--- src/rtl/core_pkg.sv ---
// Shared types for the core-bus arbiter.
// Requester indices, selection states and small helpers.
package core_pkg;

   typedef enum logic {
      REQ_INSTR = 1'b0,
      REQ_DATA  = 1'b1
   } req_idx_e;

   typedef enum logic {
      IDLE   = 1'b0,
      LOCKED = 1'b1
   } arb_state_e;

   localparam int NUM_REQ = 2;

   function automatic req_idx_e other_req(input req_idx_e r);
      return (r == REQ_INSTR) ? REQ_DATA : REQ_INSTR;
   endfunction

endpackage

--- src/rtl/core_arbiter_owner_fifo.sv ---
// Small FIFO recording which requester owns each outstanding transaction.
// Depth is a power of two; pointers wrap modulo DEPTH.
module owner_fifo #(
   parameter  int DEPTH = 2,
   parameter  int W     = 1,
   localparam int CW    = $clog2(DEPTH) + 1,
   localparam int PW    = (DEPTH > 1) ? $clog2(DEPTH) : 1
) (
   input  logic          aclk,
   input  logic          areset,
   input  logic          push,
   input  logic [W-1:0]  din,
   input  logic          pop,
   output logic [W-1:0]  head,
   output logic [CW-1:0] cnt,
   output logic          full,
   output logic          empty
);

   logic [W-1:0]  mem [DEPTH];
   logic [PW-1:0] wr_ptr;
   logic [PW-1:0] rd_ptr;
   logic          push_ok;
   logic          pop_ok;

   function automatic logic [PW-1:0] nxt(input logic [PW-1:0] p);
      return (p == PW'(DEPTH - 1)) ? '0 : p + 1'b1;
   endfunction

   assign full    = (cnt == CW'(DEPTH));
   assign empty   = (cnt == '0);
   assign pop_ok  = pop && !empty;
   assign push_ok = push && !full;
   assign head    = mem[rd_ptr];

   // Storage: owner index written at the tail on every accepted push.
   always_ff @(posedge aclk) begin
      if (push_ok) mem[wr_ptr] <= din;
   end

   // Pointers and occupancy; simultaneous push and pop keep cnt.
   always_ff @(posedge aclk or posedge areset) begin
      if (areset) begin
         wr_ptr <= '0;
         rd_ptr <= '0;
         cnt    <= '0;
      end else begin
         if (push_ok) wr_ptr <= nxt(wr_ptr);
         if (pop_ok)  rd_ptr <= nxt(rd_ptr);
         case ({push_ok, pop_ok})
            2'b10:   cnt <= cnt + 1'b1;
            2'b01:   cnt <= cnt - 1'b1;
            default: cnt <= cnt;
         endcase
      end
   end

endmodule

--- src/rtl/core_arbiter.sv ---
// Two-port core-bus arbiter (instruction/data) toward a single bridge.
// Round-robin selection, stall lock, and in-order response routing.
module core_arbiter
   import core_pkg::*;
#(
   parameter int ADDR_W  = 32,
   parameter int DATA_W  = 32,
   parameter int MAX_OUT = 2
) (
   input  logic                     aclk,
   input  logic                     areset,
   input  logic [1:0]               s_req,
   input  logic [1:0]               s_we,
   input  logic [1:0][ADDR_W-1:0]   s_addr,
   input  logic [1:0][DATA_W/8-1:0] s_be,
   input  logic [1:0][DATA_W-1:0]   s_wdata,
   output logic [1:0]               s_gnt,
   output logic [1:0]               s_rvalid,
   output logic [1:0]               s_err,
   output logic [DATA_W-1:0]        s_rdata,
   output logic                     m_req,
   output logic                     m_we,
   output logic [ADDR_W-1:0]        m_addr,
   output logic [DATA_W/8-1:0]      m_be,
   output logic [DATA_W-1:0]        m_wdata,
   input  logic                     m_gnt,
   input  logic                     m_rvalid,
   input  logic                     m_err,
   input  logic [DATA_W-1:0]        m_rdata,
   output logic                     resp_orphan
);

   localparam int CNT_W = $clog2(MAX_OUT) + 1;

   arb_state_e state_q, state_d;
   req_idx_e   sel_q, sel_d;
   req_idx_e   rr_q, rr_d;
   req_idx_e   win;
   logic       win_i;
   logic       act;
   logic       accept;
   logic       pop;
   logic       head;
   logic       f_full;
   logic       f_empty;
   logic [CNT_W-1:0] f_cnt;

   assign win_i   = win;
   assign s_rdata = m_rdata;

   // Winner: held selection when locked, else round-robin on requests.
   always_comb begin
      win = REQ_INSTR;
      if (state_q == LOCKED)     win = sel_q;
      else if (&s_req)           win = rr_q;
      else if (s_req[REQ_DATA])  win = REQ_DATA;
      else                       win = REQ_INSTR;
   end

   // Forward the winner's command; gating uses only registered cnt.
   always_comb begin
      act     = (state_q == LOCKED) ? s_req[sel_q] : |s_req;
      m_req   = act && !f_full;
      m_we    = s_we[win_i];
      m_addr  = s_addr[win_i];
      m_be    = s_be[win_i];
      m_wdata = s_wdata[win_i];
      accept  = m_req && m_gnt;
   end

   // Next selection state: lock on stall, release and rotate on grant.
   always_comb begin
      state_d = state_q;
      sel_d   = sel_q;
      rr_d    = rr_q;
      if (accept) begin
         state_d = IDLE;
         rr_d    = other_req(win);
      end else if (m_req) begin
         state_d = LOCKED;
         sel_d   = win;
      end else if (state_q == LOCKED && !s_req[sel_q]) begin
         state_d = IDLE;
      end
   end

   // Selection state registers.
   always_ff @(posedge aclk or posedge areset) begin
      if (areset) begin
         state_q <= IDLE;
         sel_q   <= REQ_INSTR;
         rr_q    <= REQ_INSTR;
      end else begin
         state_q <= state_d;
         sel_q   <= sel_d;
         rr_q    <= rr_d;
      end
   end

   // Grant and response routing to the requesters.
   always_comb begin
      pop      = m_rvalid && !f_empty;
      s_gnt    = '0;
      s_rvalid = '0;
      s_err    = '0;
      if (accept) s_gnt[win_i] = 1'b1;
      if (pop) begin
         s_rvalid[head] = 1'b1;
         s_err[head]    = m_err;
      end
   end

   // Sticky flag for responses with nothing outstanding.
   always_ff @(posedge aclk or posedge areset) begin
      if (areset)                       resp_orphan <= 1'b0;
      else if (m_rvalid && f_cnt == '0) resp_orphan <= 1'b1;
   end

   owner_fifo #(
      .DEPTH (MAX_OUT),
      .W     (1)
   ) u_owner (
      .aclk   (aclk),
      .areset (areset),
      .push   (accept),
      .din    (win_i),
      .pop    (pop),
      .head   (head),
      .cnt    (f_cnt),
      .full   (f_full),
      .empty  (f_empty)
   );

endmodule

--- config.mk ---
export PLATFORM = sky130hd
export DESIGN_NAME = core_arbiter
export DESIGN_NICKNAME = d
export VERILOG_FILES = /design/src/rtl/core_pkg.sv /design/src/rtl/core_arbiter_owner_fifo.sv /design/src/rtl/core_arbiter.sv
export SDC_FILE = /design/constraint.sdc
export NUM_CORES = 1
export LEC_CHECK = 0
export CAP_MARGIN = 20
export CORE_AREA = 4 4 110 112
export CTS_BUF_LIST = sky130_fd_sc_hd__clkbuf_4 sky130_fd_sc_hd__clkbuf_8
export DETAILED_ROUTE_END_ITERATION = 6
export DIE_AREA = 0 0 114 116
export GPL_ROUTABILITY_DRIVEN = 0
export SYNTH_ARGS = -nofsm -noshare
export SYNTH_HDL_FRONTEND = slang
export SYNTH_SLANG_ARGS = --single-unit
--- constraint.sdc ---
create_clock -name aclk -period 2.6 [get_ports aclk]
set_clock_uncertainty 0.15 [all_clocks]
set_input_delay 0.39 -clock aclk [delete_from_list [all_inputs] [get_ports aclk]]
set_output_delay 0.39 -clock aclk [all_outputs]
set_load 0.01 [all_outputs]
### Word-level counts from Yosys, hierarchy flattened

Memories as Yosys holds them, arrays and structs flattened.
Index checks and enable logic that the tools add are counted.

* add/subtract/negate cells: 4
* magnitude comparators: 5
* eq/ne operators: 3
* mux-type cells: 30
* bitwise logic cells: 2
* reduce and logical (&&, ||, !) cells: 18

Operator list (count)
* two-way mux 32 bit: 4
* two-way mux 1 bit: 18
* logical AND 1 bit: 9
* two-way mux 4 bit: 2
* < comparator 1 x 2 -> 1 bit (second input constant): 3
* two-way mux 2 bit: 3
* == test 2 bit (second input constant): 2
* one-hot mux 2 bit (2 select lines): 1
* AND reduction 2 bit: 2
* zero test 1 bit: 3
* nonzero test 3 bit: 1
* adder 1 bit (second input constant): 2
* adder 2 x 1 -> 2 bit (second input constant): 1
* bitwise AND 2 bit: 1
* demux 1 bit (select 1 bit): 2
* == test 2 x 1 -> 1 bit (second input constant): 1
* >= comparator 1 bit (second input constant): 2
* zero test 2 bit: 1
* nonzero test 2 bit: 1
* OR reduction 2 bit: 1
* subtractor 2 x 1 -> 2 bit (second input constant): 1
* inverter 1 bit: 1

* flip-flop bits (word level): 8
* bits in writable memories: 2
* input port bits: 177
* output and inout port bits: 109
* logic and storage cells: 70
* memories: 1

Memory list
* u_owner.mem: depth 2, bits a word 1, read ports 1, clocked after Yosys merged registers in 0, wr ports 1, line core_arbiter_owner_fifo.sv:20 `logic [W-1:0] mem [DEPTH];`

### Longest topological paths before layout

Gate-level depths: netlist of the first run.

* depth after elaboration: 8
* mapped depth: 8
* gate-level depth less buffers: 7

### Hierarchy

From an unflattened synthesis of the first run, not the netlist that was laid out.

* cell total of the unflattened synthesis: 163
* area, all modules: 1878.1 um2

Modules (own cells, without submodules)
* core_arbiter: instances 1, cells an instance 141, area an instance 1606.5 um2
* owner_fifo: instances 1, cells an instance 22, area an instance 271.5 um2

### Worst setup path before layout of the first run

OpenSTA, ideal clock, no wires.

* path type: register to register
* start point: register state_q
* end point: register u_owner.cnt[1]
* arrival: 1.659 ns
* path slack: 0.712 ns
* cell stages (with the launch flop): 7
* period minus slack after synthesis: 1.888 ns
* cell sequence: dfrtp_1 -> and3b_1 -> or3_1 -> buf_6 -> ha_1 -> nor2_1 -> xor2_1

* longest elaborated chain between the ends: 6

Ends and longest elaborated chain
* start: declaration: line core_arbiter.sv:35 `arb_state_e state_q, state_d;`
* start signal: assignment: line core_arbiter.sv:94 `state_q <= state_d;`
* two-way mux 1 bit *: line core_arbiter.sv:62 `act = (state_q == LOCKED) ? s_req[sel_q] : |s_req;`
* logical AND 1 bit *: line core_arbiter.sv:63 `m_req = act && !f_full;`
* logical AND 1 bit *: line core_arbiter.sv:68 `accept = m_req && m_gnt;`
* logical AND 1 bit *: line core_arbiter_owner_fifo.sv:33 `assign push_ok = push && !full;`
* == test 2 x 1 -> 1 bit or == test 2 bit (tied branches): line core_arbiter_owner_fifo.sv:50 `case ({push_ok, pop_ok})`
* one-hot mux 2 bit (2 select lines) or nonzero test 2 bit (tied branches)
* end signal: assignment: line core_arbiter_owner_fifo.sv:51 `2'b10: cnt <= cnt + 1'b1;`
* end signal: assignment: line core_arbiter_owner_fifo.sv:52 `2'b01: cnt <= cnt - 1'b1;`
* end signal: assignment: line core_arbiter_owner_fifo.sv:53 `default: cnt <= cnt;`
* end: declaration: line core_arbiter_owner_fifo.sv:15 `output logic [CW-1:0] cnt,`

Every way passes the cells marked *; elsewhere a longest branch is shown, timed or not.
A chain may end at the register's enable or synchronous reset.

### Final worst setup path of the first run

* start point: input port s_req[0]
* end point: output port m_wdata[25]

* longest elaborated chain between the ends: 5

Ends and longest elaborated chain
* start: declaration: line core_arbiter.sv:12 `input logic [1:0] s_req,`
* AND reduction 2 bit: line core_arbiter.sv:55 `else if (&s_req) win = rr_q;`
* two-way mux 1 bit: line core_arbiter.sv:55
* two-way mux 1 bit: line core_arbiter.sv:54 `if (state_q == LOCKED) win = sel_q;`
* two-way mux 32 bit (not written as such) (2 in series): line core_arbiter.sv:67 `m_wdata = s_wdata[win_i];`
* end: declaration: line core_arbiter.sv:25 `output logic [DATA_W-1:0] m_wdata,`

No other way between the ends. The select of a mux whose other input is x is not followed.

==> results of run 1 <==
[flip-flops by register name, summed over array words and instances (netlist names)]
name	cells
resp_orphan	1
rr_q	1
sel_q	1
state_q	1
u_owner.cnt	2
u_owner.mem	2
u_owner.rd_ptr	1
u_owner.wr_ptr	1
[critical path: stages]
cell and delay [ns]:
clkdlybuf4s15_1 0.18, inv_1 0.05, o21ai_2 0.16, o21ai_4 0.07, buf_4 0.13, buf_6 0.12, buf_16 0.14, buf_4 0.16
mux2_4 0.29, dlygate4sd2_1 0.28
[logic make-up after synthesis]
family                     Yosys count
and+or+nand+nor                     20
buffers and inverters               44
xor gates and xnor gates             5
DFF                                 10
muxes                               72
adders and majority gates            1
AOI/OAI and AO/OA                    9
[final cells by class]
cell class / instances / share of cell area
Timing Repair Buffer: 264 / 0.593
Multi-Input combinational cell: 107 / 0.292
Sequential cell: 10 / 0.0604
Tap cell: 143 / 0.0413
Clock buffer: 3 / 0.00953
Inverter: 3 / 0.00260
Clock inverter: 1 / 0.000867
[power breakdown]
part / internal, mW / switching, mW
Combinational: 1.77 / 1.01
Clock: 0.103 / 0.0604
Sequential: 0.233 / 0.0763
[per-stage QoR]
step,utilization,instance area [µm²]
6_report,0.386,4330
5_1_grt,0.386,4330
4_1_cts,0.384,4310
3_5_place_dp,0.359,4030
3_3_place_gp,0.359,4030
2_1_floorplan,-,1850
[per-layer routing]
metal | global-route usage | up-vias
met4 | 0.0135 | 0
met5 | 0 | -
met1 | 0.139 | 942
met2 | 0.212 | 147
li1 | - | 991
met3 | 0.0663 | 0
[repair_timing]
item	CTS	global route
pin swaps	2	2
buffers inserted	27	2
gates cloned	3	0
endpoints found under the setup margin	72	22
gates resized for setup	126	9
[worst max path at each step]
stage                   from             end  slack (ns)  cells after the start
floorplan            state_q  u_owner.cnt[1]        0.71                      6
global placement    s_req[0]         m_be[1]       -0.30                      7
detailed placement  s_req[1]      m_addr[18]       -0.30                      6
CTS                     rr_q      m_wdata[7]       -0.04                     10
global route        s_req[0]     m_wdata[25]       0.003                     10
finish              s_req[0]     m_wdata[25]        0.07                     10
[synth_stat cells]
master / instances
a21o_1: 1
a21oi_1: 2
and3_1: 2
and3b_1: 1
buf_2: 1
buf_4: 33
buf_6: 7
dfrtp_1: 8
edfxtp_1: 2
ha_1: 1
inv_1: 3
mux2_2: 15
mux2_4: 55
mux2i_1: 2
nand2_1: 3
nand2b_1: 2
nor2_1: 6
nor2b_1: 2
nor2b_2: 1
nor3_1: 1
nor4_1: 1
o21ai_0: 1
o21ai_1: 2
o21ai_2: 1
o221ai_1: 1
o31ai_1: 1
or3_1: 1
xnor2_1: 3
xnor2_2: 1
xor2_1: 1
==> qor.yml, run 1 <==
start_util: 0.164
seq_area_um2: 262
worstPathMaxFanout: 10
h-tree-depth: 1
ff2ff_setup_slack_ns: 0.56
grt_pass1_wl_um: 12600
dpl.cell_count: 496
rr_startpoint: "state_q"
via_per_inst: 3.92
synth_area_per_cell_um2: 11.5
cts_sinks: 10
drtAntennaViolNets: 0
fin_setup_tns_ns: 0
fin_crit_sh: 0.972
critPathCaptureType: "output port"
drt-total-wl_um: 9170
fin_crit_ns: 2.53
drive_above_1_share: 0.353
yosys_warnings: 0
nets: 567
vias: 2080
vdd_drop_max_v: 0.000499
synth_top_family_by_area: "multiplexers"
hold_viol: 0
drv_slew: 0
synth-seq-area-share: 0.141
required_ns: 2.06
r2r_end: "u_owner.cnt[1]"
synth_area_leader_cell: "mux2_4"
synth-compound-area-share: 0.0312
core.rowCount: 39
multi_input_area_um2: 1260
dpl.hpwl_um: 7420
grt_pass1_vias: 2201
cts-root-buf: "clkbuf_8"
ys_types: 30
firstDrtPassIters: 4
cts-buffers-inserted: 3
start_kind: "primary input"
max_slew.worst_pin.slew_ns: 0.325
fin_ws_ns: 0.0722
wl_met2_um: 4500
clock_path_buffers: 2
dr.first_iter.drc_count: 43
core_area_um2: 11200
n_antenna_cell: 0
syn_area_um2: 1850
boundaryPins: 286
outcome: "finished, final reports clean"
ys_top_cells_by_area: "mux2_4, buf_4, dfrtp_1"
grt_max_degree: 18
dieArea_um2: 13200
grt_remaining_overflow: 0
path_clk_slew_ns: 0.05
crit_type: "in2out"
io_buffers: 221
synth-simple-area-share: 0.0576
ys_ff_latch: 10
p_per_area_nw_per_um2: 750
fill_cells: 1131
dieHeight_um: 116
wl_met1_um: 3450
worst_ep_arrival_time_ns: 1.99
maxCapViolCount: 0
setup_viol: 0
layout_commonest_cell: "clkdlybuf4s50_1"
final_cell_count_no_fill: 531
final_cell_mix: "clkdlybuf4s50_1, mux2_4, dlygate4sd2_1"
cts_hold_buffers: 0
post-place-ws_ns: -0.303
synth.area.mux_share: 0.550
syn_inst: 161
synth_xor_area_frac: 0.0278
antenna_found_initial: 0
drc: 0
rsz0062_at_grt: "no"
die_w_um: 114
slew-limit-headroom: 0.781
min_path_type: "in2async"
total_power_mw: 3.25
leakage_nw: 1.95
highest_layer: "met3"
wl_per_cell_um: 17.3
wl_met3_um: 1220
cts_tree: "yes"
synth-adder-area-share: 0.00678
holdWs_ns: 0.255
clk_latency_ns: 0.23
synth_top_area_share: 0.447
worstRegToRegCells: 6
grtUsageTotal: 0.123
area_growth_pct: 135
syn-num-nets: 339
fmax_ghz: 0.396
Power figures use the tool's default switching activity.
==> run 2, diff against run 1 <==
--- a/config.mk
+++ b/config.mk
@@ -5,6 +5,7 @@
 export SDC_FILE = /design/constraint.sdc
 export NUM_CORES = 1
 export LEC_CHECK = 0
+export ABC_AREA = 0
 export CAP_MARGIN = 20
 export CORE_AREA = 4 4 110 112
 export CTS_BUF_LIST = sky130_fd_sc_hd__clkbuf_4 sky130_fd_sc_hd__clkbuf_8
==> results of run 2 <==
Same layout as run 1: the final DEF is identical, and so are final timing and power.
